$ cat src/rtl/data_mem_arbiter.sv
// data_mem_arbiter
//   Two-port arbiter in front of a single-ported data memory. Port 0 is the
//   pipeline MEM stage and port 1 is the DMA/debug loader. Each access takes
//   one memory cycle (ACCn) followed by a one-cycle ack pulse. Ties are
//   broken round-robin against the port served last.
//
// Ports
//   clk                     rising-edge clock
//   reset                   asynchronous, active-low reset
//   req0/req1               access request per port
//   addr0/addr1             byte address per port (forwarded undecoded)
//   wdata0/wdata1           write data per port
//   we0/we1                 1 = write, 0 = read
//   lb0/lb1                 byte-load qualifier per port
//   ack0/ack1               one-cycle completion pulse per port
//   rdata0/rdata1           read data captured at the end of a read
//   mem_addr/mem_wdata      address / write data to the memory
//   mem_read/mem_write      memory strobes, active only during ACCn
//   mem_is_lb               byte-load qualifier to the memory
//   mem_rdata               combinational read data from the memory
module data_mem_arbiter #(
  parameter int ADDR_W = 32,
  parameter int DATA_W = 32
) (
  input  logic              clk,
  input  logic              reset,
  input  logic              req0,
  input  logic              req1,
  input  logic [ADDR_W-1:0] addr0,
  input  logic [ADDR_W-1:0] addr1,
  input  logic [DATA_W-1:0] wdata0,
  input  logic [DATA_W-1:0] wdata1,
  input  logic              we0,
  input  logic              we1,
  input  logic              lb0,
  input  logic              lb1,
  output logic              ack0,
  output logic              ack1,
  output logic [DATA_W-1:0] rdata0,
  output logic [DATA_W-1:0] rdata1,
  output logic [ADDR_W-1:0] mem_addr,
  output logic [DATA_W-1:0] mem_wdata,
  output logic              mem_read,
  output logic              mem_write,
  output logic              mem_is_lb,
  input  logic [DATA_W-1:0] mem_rdata
);

  typedef enum logic [1:0] {
    IDLE = 2'd0,
    ACC0 = 2'd1,
    ACC1 = 2'd2
  } state_t;

  state_t            state;
  state_t            state_next;
  logic              last_grant;
  logic [ADDR_W-1:0] lat_addr;
  logic [DATA_W-1:0] lat_wdata;
  logic              lat_we;
  logic              lat_lb;
  logic              valid0;
  logic              valid1;
  logic              grant0;
  logic              grant1;

  // A request seen during its own ack cycle is the tail of the access that
  // just finished, so it is masked for that one cycle.
  assign valid0 = req0 & ~ack0;
  assign valid1 = req1 & ~ack1;

  // Port 0 wins when it is alone, or on a tie when port 1 was served last.
  assign grant0 = (state == IDLE) & valid0 & (~valid1 | last_grant);
  assign grant1 = (state == IDLE) & valid1 & ~grant0;

  // State register
  always_ff @(posedge clk or negedge reset) begin
    if (!reset) state <= IDLE;
    else        state <= state_next;
  end

  // Next-state logic
  always_comb begin
    state_next = state;
    case (state)
      IDLE: begin
        if (grant0)      state_next = ACC0;
        else if (grant1) state_next = ACC1;
      end
      ACC0, ACC1: state_next = IDLE;
      default:    state_next = IDLE;
    endcase
  end

  // Memory-side outputs: address/data always reflect the latched request,
  // strobes only while an access is in flight.
  always_comb begin
    mem_addr  = lat_addr;
    mem_wdata = lat_wdata;
    mem_read  = 1'b0;
    mem_write = 1'b0;
    mem_is_lb = 1'b0;
    if (state == ACC0 || state == ACC1) begin
      mem_read  = ~lat_we;
      mem_write = lat_we;
      mem_is_lb = lat_lb;
    end
  end

  // Request latch, completion pulse, read capture and round-robin history.
  always_ff @(posedge clk or negedge reset) begin
    if (!reset) begin
      last_grant <= 1'b1;
      lat_addr   <= '0;
      lat_wdata  <= '0;
      lat_we     <= 1'b0;
      lat_lb     <= 1'b0;
      ack0       <= 1'b0;
      ack1       <= 1'b0;
      rdata0     <= '0;
      rdata1     <= '0;
    end else begin
      ack0 <= 1'b0;
      ack1 <= 1'b0;
      case (state)
        IDLE: begin
          if (grant0) begin
            lat_addr  <= addr0;
            lat_wdata <= wdata0;
            lat_we    <= we0;
            lat_lb    <= lb0;
          end else if (grant1) begin
            lat_addr  <= addr1;
            lat_wdata <= wdata1;
            lat_we    <= we1;
            lat_lb    <= lb1;
          end
        end
        ACC0: begin
          ack0       <= 1'b1;
          last_grant <= 1'b0;
          if (!lat_we) rdata0 <= mem_rdata;
        end
        ACC1: begin
          ack1       <= 1'b1;
          last_grant <= 1'b1;
          if (!lat_we) rdata1 <= mem_rdata;
        end
        default: ;
      endcase
    end
  end

endmodule

$ cat config.mk
export PLATFORM = sky130hd
export DESIGN_NAME = data_mem_arbiter
export DESIGN_NICKNAME = d
export VERILOG_FILES = /design/src/rtl/data_mem_arbiter.sv
export SDC_FILE = /design/constraint.sdc
export NUM_CORES = 1
export LEC_CHECK = 0
export CAP_MARGIN = 5
export CORE_MARGIN = 2
export CORE_UTILIZATION = 40
export CTS_CLUSTER_SIZE = 20
export DETAILED_ROUTE_END_ITERATION = 10
export GPL_TIMING_DRIVEN = 0
export PLACE_DENSITY = 0.81
export SLEW_MARGIN = 20
export SYNTH_ARGS = -nofsm -noshare
export SYNTH_HDL_FRONTEND = slang
export SYNTH_SLANG_ARGS = --single-unit
$ cat constraint.sdc
create_clock -name clk -period 3.2 [get_ports clk]
set_clock_uncertainty 0.2 [all_clocks]
set_input_delay 0.48 -clock clk [delete_from_list [all_inputs] [get_ports clk]]
set_output_delay 0.48 -clock clk [all_outputs]
set_load 0.005 [all_outputs]
* Word level (Yosys, flattened, before mapping)
Index checks and enable logic that the tools add are counted.
** Word-level totals
- Register bits :: 135
- Bits in latches :: 0
- Memory bits (writable) :: 0
- ROM bits :: 0
- Input port bits :: 168
- Output and inout bits :: 133
- Word-level logic and storage cells :: 49
- Memories kept :: 0
** Operators by class
- Add/sub/neg operators :: 0
- Multipliers :: 0
- Divide/modulo/power cells :: 0
- Magnitude comparators :: 0
- Eq/ne operators :: 3
- Shift-type cells :: 0
- Muxes and demuxes :: 17
- Bitwise gates (word level) :: 12
- Reductions and logical operators :: 7
** Operators by type and width (count)
- 32-bit 2-to-1 mux :: 4
- 1-bit 2-to-1 mux :: 9
- 1-bit AND :: 6
- 2-bit 2-to-1 mux :: 3
- 2-bit AND reduction :: 3
- 1-bit NOT :: 5
- 2-bit nonzero test :: 2
- 3-bit != test (second input constant) :: 1
- 2-bit by 1-bit == test with 1-bit output (second input constant) :: 1
- 2-bit == test (second input constant) :: 1
- 2-bit zero test :: 1
- 1-bit one-hot mux with 2 select lines :: 1
- 1-bit logical OR :: 1
- 1-bit OR :: 1

* Logic depth before layout (Yosys ltp)
Gate-level depths: netlist of the first run.
- Depth after elaboration :: 10
- Gate-level depth with buffers :: 8
- Mapped depth without buffers :: 5

* Least setup slack after synthesis of the first run
No wires, ideal clock.
- Path type :: reg2reg
- Start :: reg state[0]
- End :: reg rdata1[10]
- Arrival time :: 1.465 ns
- Data required time :: 2.875 ns
- Setup slack :: 1.410 ns
- Stages on the path, launching flop included :: 7
- Path buffers :: 2
- Period minus slack after synthesis :: 1.790 ns
- Cells stage by stage :: dfrtp_1 -> inv_1 -> ha_1 -> nor2b_1 -> clkbuf_1 -> buf_2 -> mux2_2
** On the way
- Longest elaborated chain between the ends :: 2
** RTL lines
- start, declared :: line 55 : state_t state;
- start signal, assigned :: line 79 : else state <= state_next;
- 2-bit == test :: line 125 : case (state)
- 2-bit AND reduction (no line)
- end signal, assigned :: line 147 : if (!lat_we) rdata1 <= mem_rdata;
- end, declared :: line 40 : output logic [DATA_W-1:0] rdata1,
Every way passes these cells.
A chain may end at the register's enable or synchronous reset.

* Worst setup path after layout of the first run
- Start :: reg state[1]
- End :: out mem_is_lb
** On the way
- Longest elaborated chain between the ends :: 3
- Elaborated cells on any way between the ends :: 4
- Those cells by class :: 2 x eq/ne; 1 x mux; 1 x reduce/logical
** RTL lines
- 2-bit by 1-bit == test with 1-bit output or 2-bit == test (tied branches) :: line 103 : if (state == ACC0 || state == ACC1) begin
- 1-bit logical OR (*) :: line 103
- 1-bit 2-to-1 mux (*) :: line 103
- end, declared :: line 45 : output logic mem_is_lb,
Every way passes the cells marked *; elsewhere a longest branch is shown, timed or not.

==> results of run 1 <==
==> sequential cells by signal (all words and copies together) (netlist names) <==
signal,cells
mem_wdata,32
mem_addr,32
lat_we,1
ack1,1
ack0,1
rdata1,32
last_grant,1
lat_lb,1
state,2
rdata0,32
==> logic make-up after synthesis <==
logic type / after synthesis
AO/OA/AOI/OAI: 72
adder cells (fa/ha/maj): 3
buffers and inverters: 48
flip-flops: 135
multiplexers: 64
AND/OR/NAND/NOR: 143
==> power by group through the flow <==
stage          logic [mW]  registers [mW]  clock network (mW)
3_3_place_gp         4.40            3.04                   0
4_1_cts              4.55            3.08                2.11
2_1_floorplan        1.95            3.09                   0
5_1_grt              4.87            3.17                2.19
3_5_place_dp         4.53            3.09                   0
6_report             4.49            3.07                2.08
==> worst paths after layout <==
kind | slack, ps | endpoint | cells past startpoint
min reg2reg | 300 | rdata0[21] | 1
min in group asynchronous | 420 | mem_wdata[4] | 2
max | 620 | mem_is_lb | 4
max reg2reg | 950 | rdata1[3] | 6
min | 300 | rdata0[21] | 1
max in group asynchronous | 1670 | rdata0[2] | 3
==> metrics by stage <==
stage | hold WS [ps] | cells | area, um^2
CTS | 299 | 979 | 9650
finish | 296 | 979 | 9650
floorplan | -15.6 | 465 | 5750
global route | 316 | 979 | 9650
global placement | 274 | 945 | 8980
detailed placement | 278 | 946 | 9010
==> critical path, stage by stage, from the launching register on <==
cell and delay, ps:
dfrtp_1 370, inv_1 70, ha_1 350, and2_1 180
clkdlybuf4s50_1 530
==> final cells by class <==
type                    count  area (um^2)
plain buffers              45          244
multi-input cells         282         2120
clock buffers              19          433
inverters                   3         11.3
repair buffers            302         3050
clock inverters            13          196
well taps                 180          225
fillers                  1027         4340
flip-flops and latches    135         3380
==> layer usage <==
metal,global-route usage,share of wire
met1,0.277,0.39
met2,0.421,0.52
met3,0.0632,0.077
met4,0.0688,0.016
met5,0,0
==> layout by cell type (no fill, tap or decap), types with 2 or more instances in the layout <==
| cell type | count |
|---|---|
| a221o_1 | 66 |
| and2_1 | 3 |
| buf_2 | 18 |
| buf_4 | 2 |
| buf_6 | 6 |
| bufinv_16 | 4 |
| clkbuf_1 | 21 |
| clkbuf_16 | 17 |
| clkdlybuf4s50_1 | 299 |
| clkinv_4 | 4 |
| dfrtp_1 | 134 |
| ha_1 | 3 |
| inv_1 | 3 |
| inv_6 | 2 |
| mux2_1 | 7 |
| mux2_2 | 57 |
| nand2_1 | 67 |
| nor2b_1 | 4 |
| nor3_1 | 66 |
| o21a_1 | 2 |
==> what timing repair did <==
action                    4_1_cts  5_1_grt
resized for setup               0        0
hold buffers                    1        0
hold endpoints to repair       70        0
==> impl_metrics.ini, run 1 <==
[floorplanning]
start_util = 0.411
ioPinCount = 301
dieArea_mm2 = 0.0154
coreArea_mm2 = 0.0140
die_y_um = 124
die_w_um = 124
rows = 43

[synthesis]
synthMuxAreaShare = 0.125
synth_compound_area_frac = 0.122
synth-seq-cells = 135
ys_types = 23
synth.top_cell.area_share = 0.583
synthFlopType = dfrtp_1
yosysMostFrequentCell = dfrtp_1
synth_simple_gate_area_frac = 0.114
async_flop_share = 1.00
synth_nets = 636
netlist_top_cells_area = dfrtp_1 (58%), a221o_1 (11%), mux2_2 (11%)
synth_top_family_by_area = multiplexers
synth.avg_cell_area_um2 = 12.4
syn_inst = 465
yosys_warnings = 0
ys_seq_area_frac = 0.587
synthAdderAreaFrac = 0.00652
synth-xor-area-share = 0
netlist_area_mm2 = 0.00575
synth_area_leader_cell = dfrtp_1
synth_edf_count = 0
synth_commonest_cells = dfrtp_1 (134), nand2_1 (67), a221o_1 (66), nor3_1 (66), mux2_2 (57)

[flow_run]
drv_cap = 0

[drt]
wl_per_cell_um = 18.9
drc_errors = 0
wl_um = 18500
viasPerCell = 5.21
vias = 5098
first_pass_iters = 5
drt_iter0_drc = 194
ant_nets = 0

[sta]
fin_crit_sh = 0.806
fin_ws_ps = 622
final_max_slew_viol_count = 0
min_period_ps = 2580
tns_ps = 0
max_freq_mhz = 388
finalSetupViolCount = 0
slew_headroom = 0.631
hold_viol = 0
rsz0062_at_grt = no
timing_worst_slew_pin_value_ps = 554

[placement]
io_buffers = 300
pre_cts_ws_ps = 659
dp_hpwl_um = 14100
place.gp.congestion = 0.838

[power]
pwr-share-clk = 0.216
irDropWorstVdd_uv = 404
p_switching_mw = 3.00
seqPwrFrac = 0.319
internal_power_mw = 6.64
leakage_nw = 4.03
pwr-share-comb = 0.465
total_power_mw = 9.64
power_density_mw_per_mm2 = 999
switching_share = 0.311

[cts]
cts_buffer_depth = 2
post-cts-setup-buffer-count = 0
cts_max_level = 4
cts_inserted_buffers = 17
path_clk_slew_ps = 60
clkLatencyLatePin_ps = 400
cts_sinks = 135
cts_root_buf = clkbuf_16
tritoncts = built

[setup_path]
cp-startpoint = state[1]
worstReg2RegStart = state[0]
cp.arrival_ps = 1900
startpoint_type = flop
worstSetupPathType = flop to output pin
worst-endpoint-required_ps = 2520
crit_path_end_kind = output pin
cp_max_fo = 5

[layout]
final_core_util = 0.690
layout.nets = 957
drive_above_1_share = 0.148
antenna_cells = 0
areaGrowthSynthToFinish_pct = 67.8

[grt]
grt_max_degree = 73
grt_pass1_wl_um = 27500
overflow = 0
antenna_found_initial = 0
track_usage = 0.235
grt_pass1_vias = 5230

[hold_path]
hp-class = flop to flop
min-delay-start = rdata0[21]

[outcome]
status = complete, no violations
Note: power is estimated with default switching activity, not from simulation.
==> inputs of run 2 (changes only) <==
Settings changed: CORE_UTILIZATION 40 to 36, PLACE_DENSITY 0.81 to 0.77.
Clock period 3.2 ns to 2.3 ns, I/O delays scaled along.
==> impl_metrics.ini, run 2 (same netlist as run 1, synthesis figures left out) <==
[drt]
viasPerCell = 5.11
wl_per_cell_um = 18.5
drc_errors = 0
first_pass_iters = 4
ant_nets = 0
vias = 5184
wl_um = 18800
drt_iter0_drc = 220

[layout]
nFillCells = 1222
drive_above_1_share = 0.154
layout.nets = 958
antenna_cells = 0
areaGrowthSynthToFinish_pct = 68.4
final_area_mm2 = 0.00969
final_core_util = 0.614
final_common_cell = clkdlybuf4s50_1
multi_input_area_mm2 = 0.00213
layout.area.seq_mm2 = 0.00338
final_cell_mix = clkdlybuf4s50_1 (296), dfrtp_1 (134), nand2_1 (67)

[sta]
min_period_ps = 2150
max_freq_mhz = 464
rsz0062_at_grt = no
fin_ws_ps = 146
slew_headroom = 0.685
hold_viol = 0
tns_ps = 0
fin_crit_sh = 0.937
timing_worst_slew_pin_value_ps = 472
final_max_slew_viol_count = 0
hold_ws_ps = 234
finalSetupViolCount = 0

[placement]
place_area_mm2 = 0.00906
pre_cts_ws_ps = -156
place.gp.congestion = 0.861
dp_hpwl_um = 14500
io_buffers = 300

[cts]
cts_buffer_depth = 2
cts_sinks = 135
clkLatencyLatePin_ps = 420
tritoncts = built
cts_max_level = 4
cts_inserted_buffers = 17
cts_root_buf = clkbuf_16
path_clk_slew_ps = 60

[grt]
grt_max_degree = 85
overflow = 0
antenna_found_initial = 0
track_usage = 0.216
grt_pass1_wl_um = 27900
grt_pass1_vias = 5303

[hold_path]
hp-class = primary input to asynchronous set/reset pin

[floorplanning]
die_y_um = 130
dieArea_mm2 = 0.0170
coreArea_mm2 = 0.0158
rows = 46
die_w_um = 130
ioPinCount = 301
start_util = 0.365

[setup_path]
worst-endpoint-required_ps = 2400
crit_path_end_kind = flop
rr_endpoint = rdata1[21]
cp-startpoint = state[0]
reg2regPathDepth = 6
cp_max_fo = 10
rrSetupSlack_ps = 150
worstReg2RegStart = state[0]
startpoint_type = flop
worstSetupPathType = flop to flop
cp.arrival_ps = 2250

[power]
leakage_nw = 4.03
power_density_mw_per_mm2 = 1370
irDropWorstVdd_uv = 693

[flow_run]
drv_cap = 0

[outcome]
status = complete, no violations
==> run 2: routing by layer <==
layer	part of all wire	up-vias	global-route usage
met4	0.033	0	0.105
met2	0.49	270	0.366
li1	-	2368	-
met3	0.085	43	0.0643
met5	0	-	0
met1	0.39	2503	0.253
==> run 2: power by group <==
part,switching [mW],internal [mW],leakage (nW)
sequential,0.700,3.59,1.63
clock,1.06,1.71,0.291
combinational,2.43,3.82,2.12
==> run 2: worst max path at each step <==
stage,endpoint,slack [ps],cells after the start
detailed placement,mem_wdata[28],-160,6
global placement,mem_addr[27],-4360,1
global route,rdata1[21],20,6
CTS,rdata1[2],100,6
finish,rdata1[21],150,6
floorplan,rdata1[10],510,6
==> run 2: area by class of cell <==
class                           count  area share
Buffer                             45      0.0254
Sequential cell                   135       0.349
Clock buffer                       17      0.0439
Multi-Input combinational cell    282       0.220
Inverter                            3     0.00116
Clock inverter                     14      0.0178
Tap cell                          216      0.0279
Timing Repair Buffer              303       0.315
==> run 2: repair_timing <==
item	in CTS	in global routing
setup endpoints to repair	3	2
resized for setup	5	2
hold endpoints to repair	51	0
cloned	0	0
buffers inserted	1	0
hold buffers	1	0
==> run 2: stage by stage <==
step	power [mW]	instances
floorplan	7.00	465
global placement	10.4	981
detailed placement	10.6	982
CTS	13.4	1015
global route	14.1	1015
finish	13.3	1015
==> run 2: worst max-delay path, cell delays in order, from the launching register on <==
cell and delay (ps):
dfrtp_1 380, inv_1 140, ha_1 210, nor2b_1 210, clkbuf_2 230, buf_2 290, mux2_2 380
